`src/rtl/servo_pkg.sv`:
```
// Shared servo timing defaults and position helpers used by servo blocks.
package servo_pkg;

   localparam int DEF_PERIOD   = 40;
   localparam int DEF_MIN_HIGH = 2;
   localparam int DEF_MAX_HIGH = 4;

   // Limit a requested position to the usable span.
   function automatic int clamp_pos(input int cmd, input int span);
      int res;
      res = (cmd > span) ? span : cmd;
      return res;
   endfunction

   // One bounded slew step from cur toward target; never overshoots.
   function automatic int slew_next(input int cur, input int target, input int step);
      int res;
      res = cur;
      if (target > cur) begin
         res = ((target - cur) > step) ? (cur + step) : target;
      end else if (target < cur) begin
         res = ((cur - target) > step) ? (cur - step) : target;
      end
      return res;
   endfunction

endpackage

```
`src/rtl/servo_channel.sv`:
```
// One servo channel: target/current position, busy flag and PWM output.
// Handshake note: wr is a single-cycle write strobe already qualified by the
// parent's valid&ready accept; the channel never back-pressures.
module servo_channel
   import servo_pkg::*;
#(
   parameter int CNT_W    = 6,
   parameter int POS_W    = 2,
   parameter int MIN_HIGH = 2,
   parameter int SPAN     = 2,
   parameter int STEP     = 1
) (
   input  logic             clk,
   input  logic             rst,
   input  logic [CNT_W-1:0] cnt,
   input  logic             wrap,
   input  logic             wr,
   input  logic [POS_W+1:0] wr_pos,
   output logic             busy,
   output logic             servo_out
);

   logic [POS_W-1:0] target;
   logic [POS_W-1:0] cur;
   logic [POS_W-1:0] target_nxt;
   logic [POS_W-1:0] cur_nxt;
   logic [CNT_W:0]   high_len;

   // Next-state: writes retarget at once; slew only on the frame wrap edge,
   // using the target held before this edge.
   always_comb begin
      target_nxt = target;
      cur_nxt    = cur;
      if (wr) begin
         target_nxt = POS_W'(clamp_pos(32'(wr_pos), SPAN));
      end
      if (wrap) begin
         cur_nxt = POS_W'(slew_next(32'(cur), 32'(target), STEP));
      end
   end

   assign high_len = (CNT_W+1)'(MIN_HIGH) + (CNT_W+1)'(cur);

   // Register position state, busy and the PWM level.
   always_ff @(posedge clk or posedge rst) begin
      if (rst) begin
         target    <= '0;
         cur       <= '0;
         busy      <= 1'b0;
         servo_out <= 1'b0;
      end else begin
         target    <= target_nxt;
         cur       <= cur_nxt;
         busy      <= (cur_nxt != target_nxt);
         servo_out <= ({1'b0, cnt} < high_len);
      end
   end

endmodule

```
`src/rtl/servo_array_ctrl.sv`:
```
// Multi-channel servo PWM controller: shared frame counter, command decode,
// per-channel slewing position and PWM.
// Handshake: a command transfers on a clock edge where cmd_valid and
// cmd_ready are both 1; cmd_ready is held 1 after reset, so one command
// can transfer every cycle and cmd_valid never needs to wait.
module servo_array_ctrl
   import servo_pkg::*;
#(
   parameter int PERIOD   = DEF_PERIOD,
   parameter int MIN_HIGH = DEF_MIN_HIGH,
   parameter int MAX_HIGH = DEF_MAX_HIGH,
   parameter int NUM_CH   = 4,
   parameter int STEP     = 1,
   localparam int SPAN    = MAX_HIGH - MIN_HIGH,
   localparam int POS_W   = (SPAN > 0) ? $clog2(SPAN + 1) : 1,
   localparam int CH_W    = (NUM_CH > 1) ? $clog2(NUM_CH) : 1,
   localparam int CNT_W   = $clog2(PERIOD)
) (
   input  logic              clk,
   input  logic              rst,
   input  logic              cmd_valid,
   output logic              cmd_ready,
   input  logic [CH_W-1:0]   cmd_chan,
   input  logic [POS_W+1:0]  cmd_pos,
   output logic              cmd_err,
   output logic              frame_start,
   output logic [NUM_CH-1:0] busy,
   output logic [NUM_CH-1:0] servo_out
);

   localparam logic [CH_W:0] NUM_CH_V = (CH_W+1)'(NUM_CH);

   logic [CNT_W-1:0]  cnt;
   logic              wrap;
   logic              accept;
   logic              chan_ok;
   logic [NUM_CH-1:0] wr;

   assign wrap    = (cnt == CNT_W'(PERIOD - 1));
   assign accept  = cmd_valid & cmd_ready;
   assign chan_ok = ({1'b0, cmd_chan} < NUM_CH_V);

   // Free-running frame counter, wrapping at PERIOD-1.
   always_ff @(posedge clk or posedge rst) begin
      if (rst) begin
         cnt <= '0;
      end else if (wrap) begin
         cnt <= '0;
      end else begin
         cnt <= cnt + 1'b1;
      end
   end

   // Port status: ready after reset, error pulse for out-of-range channel,
   // frame_start aligned with the first (high) PWM cycle of each frame.
   always_ff @(posedge clk or posedge rst) begin
      if (rst) begin
         cmd_ready   <= 1'b0;
         cmd_err     <= 1'b0;
         frame_start <= 1'b0;
      end else begin
         cmd_ready   <= 1'b1;
         cmd_err     <= accept & ~chan_ok;
         frame_start <= (cnt == '0);
      end
   end

   for (genvar c = 0; c < NUM_CH; c++) begin : g_ch
      assign wr[c] = accept && (cmd_chan == CH_W'(c));

      servo_channel #(
         .CNT_W    (CNT_W),
         .POS_W    (POS_W),
         .MIN_HIGH (MIN_HIGH),
         .SPAN     (SPAN),
         .STEP     (STEP)
      ) u_ch (
         .clk       (clk),
         .rst       (rst),
         .cnt       (cnt),
         .wrap      (wrap),
         .wr        (wr[c]),
         .wr_pos    (cmd_pos),
         .busy      (busy[c]),
         .servo_out (servo_out[c])
      );
   end

endmodule
```
`config.mk`:
```
export PLATFORM = sky130hd
export DESIGN_NAME = servo_array_ctrl
export DESIGN_NICKNAME = d
export VERILOG_FILES = /design/src/rtl/servo_pkg.sv /design/src/rtl/servo_channel.sv /design/src/rtl/servo_array_ctrl.sv
export SDC_FILE = /design/constraint.sdc
export NUM_CORES = 1
export LEC_CHECK = 0
export ABC_AREA = 1
export CAP_MARGIN = 40
export CELL_PAD_IN_SITES_DETAIL_PLACEMENT = 1
export CELL_PAD_IN_SITES_GLOBAL_PLACEMENT = 2
export CORE_UTILIZATION = 32
export CTS_BUF_LIST = sky130_fd_sc_hd__clkbuf_4
export DETAILED_ROUTE_END_ITERATION = 8
export MAX_ROUTING_LAYER = met4
export PLACE_DENSITY_LB_ADDON = 0.1
export SLEW_MARGIN = 20
export SYNTH_ARGS = -nofsm -noshare
export SYNTH_HDL_FRONTEND = slang
export SYNTH_SLANG_ARGS = --single-unit
```
`constraint.sdc`:
```
create_clock -name clk -period 1.9 [get_ports clk]
set_input_delay 0.19 -clock clk [delete_from_list [all_inputs] [get_ports clk]]
set_output_delay 0.19 -clock clk [all_outputs]
set_load 0.005 [all_outputs]
```
# Word level (Yosys, flattened, before mapping)
# Index checks and enable logic that the tools add are counted.
[word_totals]
reg_bits = 32
inputBits = 9
out_inout_bits = 11
[classes]
add_sub_neg = 21
n_lt_le_gt_ge = 21
eq_ne = 8
mux = 26
bitwise_logic = 1
reduce_logical = 6
[ops]
columns = ["op", "count"]
rows = [
  ["$gt 32x2->1 const B", 8],
  ["$mux 2", 25],
  ["$lt 6x7->1", 4],
  ["$sub 2x2->3", 8],
  ["$add 2x2->3 const A", 4],
  ["$add 2x1->2 const B", 4],
  ["$gt 2x2->1", 4],
  ["$lt 2x2->1", 4],
  ["$ne 2x2->1", 4],
  ["$sub 2x1->2 const B", 4],
  ["$add 6x1->6 const B", 1],
  ["$eq 6x6->1 const B", 1],
  ["$logic_not 6->1", 1],
  ["$mux 6", 1],
  ["$eq 2x2->1 const B", 2],
  ["$gt 4x2->1 const B", 1],
  ["$logic_and 1x1->1", 4],
  ["$eq 2x1->1 const B", 1],
  ["$logic_not 2->1", 1],
  ["$and 1x1->1", 1],
]

# Logic depth before layout (Yosys ltp)
[logic_depth]
depth_word = 7
mapped_depth = 14

# Cells and area by module
# A second synthesis with hierarchy kept.
[hier_totals]
cells_unflattened = 366
area_unflattened_um2 = 2658.8
[by_module_without_submodules]
columns = ["module", "n_inst", "cells_per_inst", "area_each_um2"]
rows = [
  ["servo_channel", 4, 80, 564.3],
  ["servo_array_ctrl", 1, 46, 401.6],
]

# Worst setup path before layout
# Ideal clock, no wire load.
[synth_timing]
path_type = "reg2reg"
startpoint = "register g_ch[2].u_ch.cur[0]"
endpoint = "register g_ch[2].u_ch.busy"
setup_time_ns = 0.116
arrival_ns = 1.751
t_required_ns = 1.784
path_slack_ns = 0.032
stages_incl_launch_ff = 14
path_buffers = 0
period_less_slack_ns = 1.868
path_cell_list = "dfrtp_1 inv_1 ha_1 inv_1 fa_1 nor2_1 nor2_1 nand2_1 nand3_1 nand3_1 nand2_1 nand2_1 nand2_1 nand2_1"
[synth_via]
elab_chain_cells = 7
[synth_lines]
columns = ["item", "line_no", "source"]
rows = [
  ["start: declaration", "servo_channel.sv:24", "logic [POS_W-1:0] cur;"],
  ["start signal: assignment", "servo_channel.sv:53", "cur <= cur_nxt;"],
  ["$sub 2x2->3", "servo_pkg.sv:22", "res = ((cur - target) > step) ? (cur - step) : target;"],
  ["$gt 32x2->1", "servo_pkg.sv:22", ""],
  ["$mux 2", "servo_pkg.sv:22", ""],
  ["$mux 2", "servo_pkg.sv:21", "end else if (target < cur) begin"],
  ["$mux 2 *", "servo_pkg.sv:19", "if (target > cur) begin"],
  ["$mux 2 *", "servo_channel.sv:37", "if (wrap) begin"],
  ["via g_ch[2].u_ch.cur_nxt[1]", "servo_channel.sv:26", "logic [POS_W-1:0] cur_nxt;"],
  ["$ne 2x2->1 *", "servo_channel.sv:54", "busy <= (cur_nxt != target_nxt);"],
  ["end signal: assignment", "servo_channel.sv:54", ""],
  ["end: declaration", "servo_channel.sv:19", "output logic busy,"],
]
# The timed path passes the listed nets; every way through them passes the cells marked *.

# Worst setup path in the final report
[layout_timing]
startpoint = "register g_ch[0].u_ch.target[0]"
endpoint = "register g_ch[0].u_ch.busy"
[layout_via]
elab_chain_cells = 7
[layout_lines]
columns = ["item", "line_no", "source"]
rows = [
  ["start: declaration", "servo_channel.sv:23", "logic [POS_W-1:0] target;"],
  ["start signal: assignment", "servo_channel.sv:52", "target <= target_nxt;"],
  ["$sub 2x2->3", "servo_pkg.sv:22", ""],
  ["$gt 32x2->1", "servo_pkg.sv:22", ""],
  ["$mux 2", "servo_pkg.sv:22", ""],
  ["$mux 2", "servo_pkg.sv:21", ""],
  ["$mux 2 *", "servo_pkg.sv:19", ""],
  ["$mux 2 *", "servo_channel.sv:37", ""],
  ["via g_ch[0].u_ch.cur_nxt[0]", "servo_channel.sv:26", ""],
  ["$ne 2x2->1 *", "servo_channel.sv:54", ""],
  ["end signal: assignment", "servo_channel.sv:54", ""],
  ["end: declaration", "servo_channel.sv:19", ""],
]
# Marks and branches as above.

==> results_dict.tcl <==
set metrics [dict create \
    slew_violations 0 \
    drt-total-wl_um 6996 \
    overflow 0 \
    setup_ws_ps -172.6 \
    setup_violations 5 \
    ys_warn_count 0 \
    required_ps 2140 \
    drive_gt1_share_pct 34.81 \
    synthMuxAreaShare_pct 0 \
    grt_pass1_wl_um 11590 \
    cts.sinks 32 \
    ir_drop_v 0.0005123 \
    syn-cell-area_um2 2495 \
    seq_area_um2 807.0 \
    arrival_ps 2310 \
    finalNonFillerCells 504 \
    clkLatencyLatePin_ps 350 \
    period_share_pct 109.1 \
    numCtsBuffers 5 \
    cp_slowest_cell "fa_2" \
    dp_cells 477 \
    grt_pass1_vias 2426 \
    min_period_ps 2073 \
    synth_cells 332 \
    place_ws_ps -132.2 \
    cts_hold_buf 0 \
    power_density_nw_per_um2 1044 \
    synth_common_cells "nand2_1, inv_1, dfrtp_1, nand3_1, ha_1" \
    yosys.area_share.adder_pct 17.45 \
    synthXorXnorAreaFrac_pct 1.404 \
    yosysMostFrequentCell "nand2_1" \
    place.gp.congestion 0.7854 \
    crit_type "register to register" \
    drtIter0Drc 67 \
    end_kind "register" \
    clkTransAtPathRegs_ps 120 \
    core_area_um2 7408 \
    crit_buf_inv 2 \
    multi_input_area_um2 1662 \
    area_delta_synth_final_pct 38.57 \
    leakage_nw 1.683 \
    skew_ps 16.49 \
    start_util_pct 33.68 \
    synth_ff_type "dfrtp_1" \
    grt_setup_unrepaired "true" \
    io_pins 20 \
    die_x_um 90.30 \
    cts_root_buf "clkbuf_4" \
    synth_top_family_by_area "simple AND/OR/NAND/NOR gates" \
    fin_util_pct 46.66 \
    wl_per_cell_um 13.88 \
    clock.fmax_mhz 482.5 \
    async_reset_ff_share_pct 100.0 \
    vias 2340 \
    die_h_um 90.30 \
    die_area_um2 8154 \
    drc 0 \
    status "complete, but fails checks" \
    num_antenna_cells 0 \
    port_buffers 18 \
    fin_setup_tns_ps -564.1 \
    start_kind "register" \
    routed_via_density 4.643 \
    slowest_delay_ps 580 \
    syn_area_per_cell_um2 7.515 \
    cts_max_path_buffers 2 \
    firstDrtPassIters 4 \
    cts_tree "built" \
    synth.distinct_cells 26 \
    crit_path_max_fanout 3 \
    hold_violations 0 \
    drtAntennaViolNets 0 \
    nNetsFinal 443 \
    path_cells "inv_2, ha_4, inv_4, fa_2, nand2_2, nand2_2, a21oi_2, nor2_2, nand2_2, nand2_2, nand2_1, nand2_1, nand2_1" \
    yosysSeqAreaShare_pct 32.10 \
    hp-class "input pin to async pin" \
    htreeDepth 2 \
    synth-compound-area-share_pct 7.673 \
    synth_largest_area_cell "dfrtp_1" \
    syn_nets 371 \
    grt_max_degree 33 \
    yosys.area_share.simple_pct 30.24 \
    fillCellCount 932 \
    synth-edff-count 0 \
    rows 31 \
    track_usage_pct 18.45 \
    crit_family "adder cells" \
    synth_area_leaders "dfrtp_1, nand2_1, ha_1" \
    synth_top_area_share_pct 32.10 \
    crit_top_cell "nand2_2" \
    place_hpwl_um 5221 \
    maxCapViolations 0 \
    ys_seq_elements 32 \
    antenna_found_initial 0 \
    violations "setup timing" \
]
[cells in the final DEF (no fill, tap or decap), types with 3 or more instances in the layout]
cell type        Yosys  layout
ha_1                22      14
buf_4                9      54
dfrtp_1             32      27
fa_2                 0       3
nand4_1              3       3
a21oi_2              0       6
nor3_1               6       6
inv_1               50      35
buf_6                1       3
a2111oi_0            4       4
ha_4                 0       8
nand2_2              3      20
o21ai_0             12      10
a21oi_1             15       9
clkdlybuf4s50_1      0      18
nand3b_1             5       5
fa_1                 8       5
o21ai_1              1       3
nand2_1             99      82
clkbuf_4             0       5
nor2_1              18      16
nand3_2              2      14
dfrtp_2              0       5
inv_2                1      15
nand3_1             31      19
[per-stage QoR]
| stage | hold slack [ps] | power (mW) | instance area [um2] |
|---|---|---|---|
| final | 221.9 | 3.610 | 3457 |
| after global routing | 274.8 | 3.964 | 3457 |
| after CTS | 234.7 | 3.255 | 3138 |
| after detailed placement | 487.2 | 2.737 | 3005 |
| after global placement | 482.6 | 2.710 | 3005 |
| after floorplan | 306.2 | 2.099 | 2495 |
[power breakdown]
part	internal [mW]	switching, mW
Combinational	1.06	1.25
Clock	0.136	0.258
Sequential	0.791	0.114
Total	1.99	1.62
[timing repair]
| action | 4_1_cts | 5_1_grt |
|---|---|---|
| pin swaps | 7 | 53 |
| setup endpoints to repair | 7 | 12 |
| resized for setup | 15 | 67 |
| buffers inserted | 5 | 14 |
[path summary, 6_finish.rpt]
kind                                                  startpoint  slack (ps)  cells after the start                             to
worst max register to register  g_ch[0].u_ch.target[0]$_DFF_PP0_        -170                     13    g_ch[0].u_ch.busy$_DFF_PP0_
max in group asynchronous                                    rst        1350                      3  g_ch[2].u_ch.cur[0]$_DFF_PP0_
worst min-delay path                                         rst         220                      3               cnt[3]$_DFF_PP0_
min in group clk                                cnt[0]$_DFF_PP0_         510                      1               cnt[0]$_DFF_PP0_
worst max-delay path            g_ch[0].u_ch.target[0]$_DFF_PP0_        -170                     13    g_ch[0].u_ch.busy$_DFF_PP0_
worst min register to register                  cnt[0]$_DFF_PP0_         510                      1               cnt[0]$_DFF_PP0_
[registers in the layout, summed over array words and instances, names as in the netlist]
signal               cells
cmd_ready                1
cnt                      6
frame_start              1
g_ch.u_ch.busy           4
g_ch.u_ch.cur            8
g_ch.u_ch.servo_out      4
g_ch.u_ch.target         8
[metal layers]
layer  track usage (%)  part of all wire [%]
met1             23.46                    48
met2             30.79                    49
met3             3.956                   2.6
met4             2.823                  0.67
met5                 -                     0
[logic make-up after synthesis]
logic type	after synthesis
fa+ha+maj	30
simple gates	170
other cells	2
compound gates	33
flops	32
buf+inv	61
xor+xnor	4
[worst min-delay path, stage by stage]
cell and delay [ps]:
clkdlybuf4s50_1 390, inv_1 50, buf_4 380
[area by class of cell]
type	instances	share of cell area, %
well taps	99	3.583
multi-input cells	239	48.06
clock inverters	3	0.3981
clock buffers	5	1.086
inverters	51	5.610
repair buffers	75	17.92
flip-flops and latches	32	23.34
No activity file was read; power rests on OpenSTA's default activity.
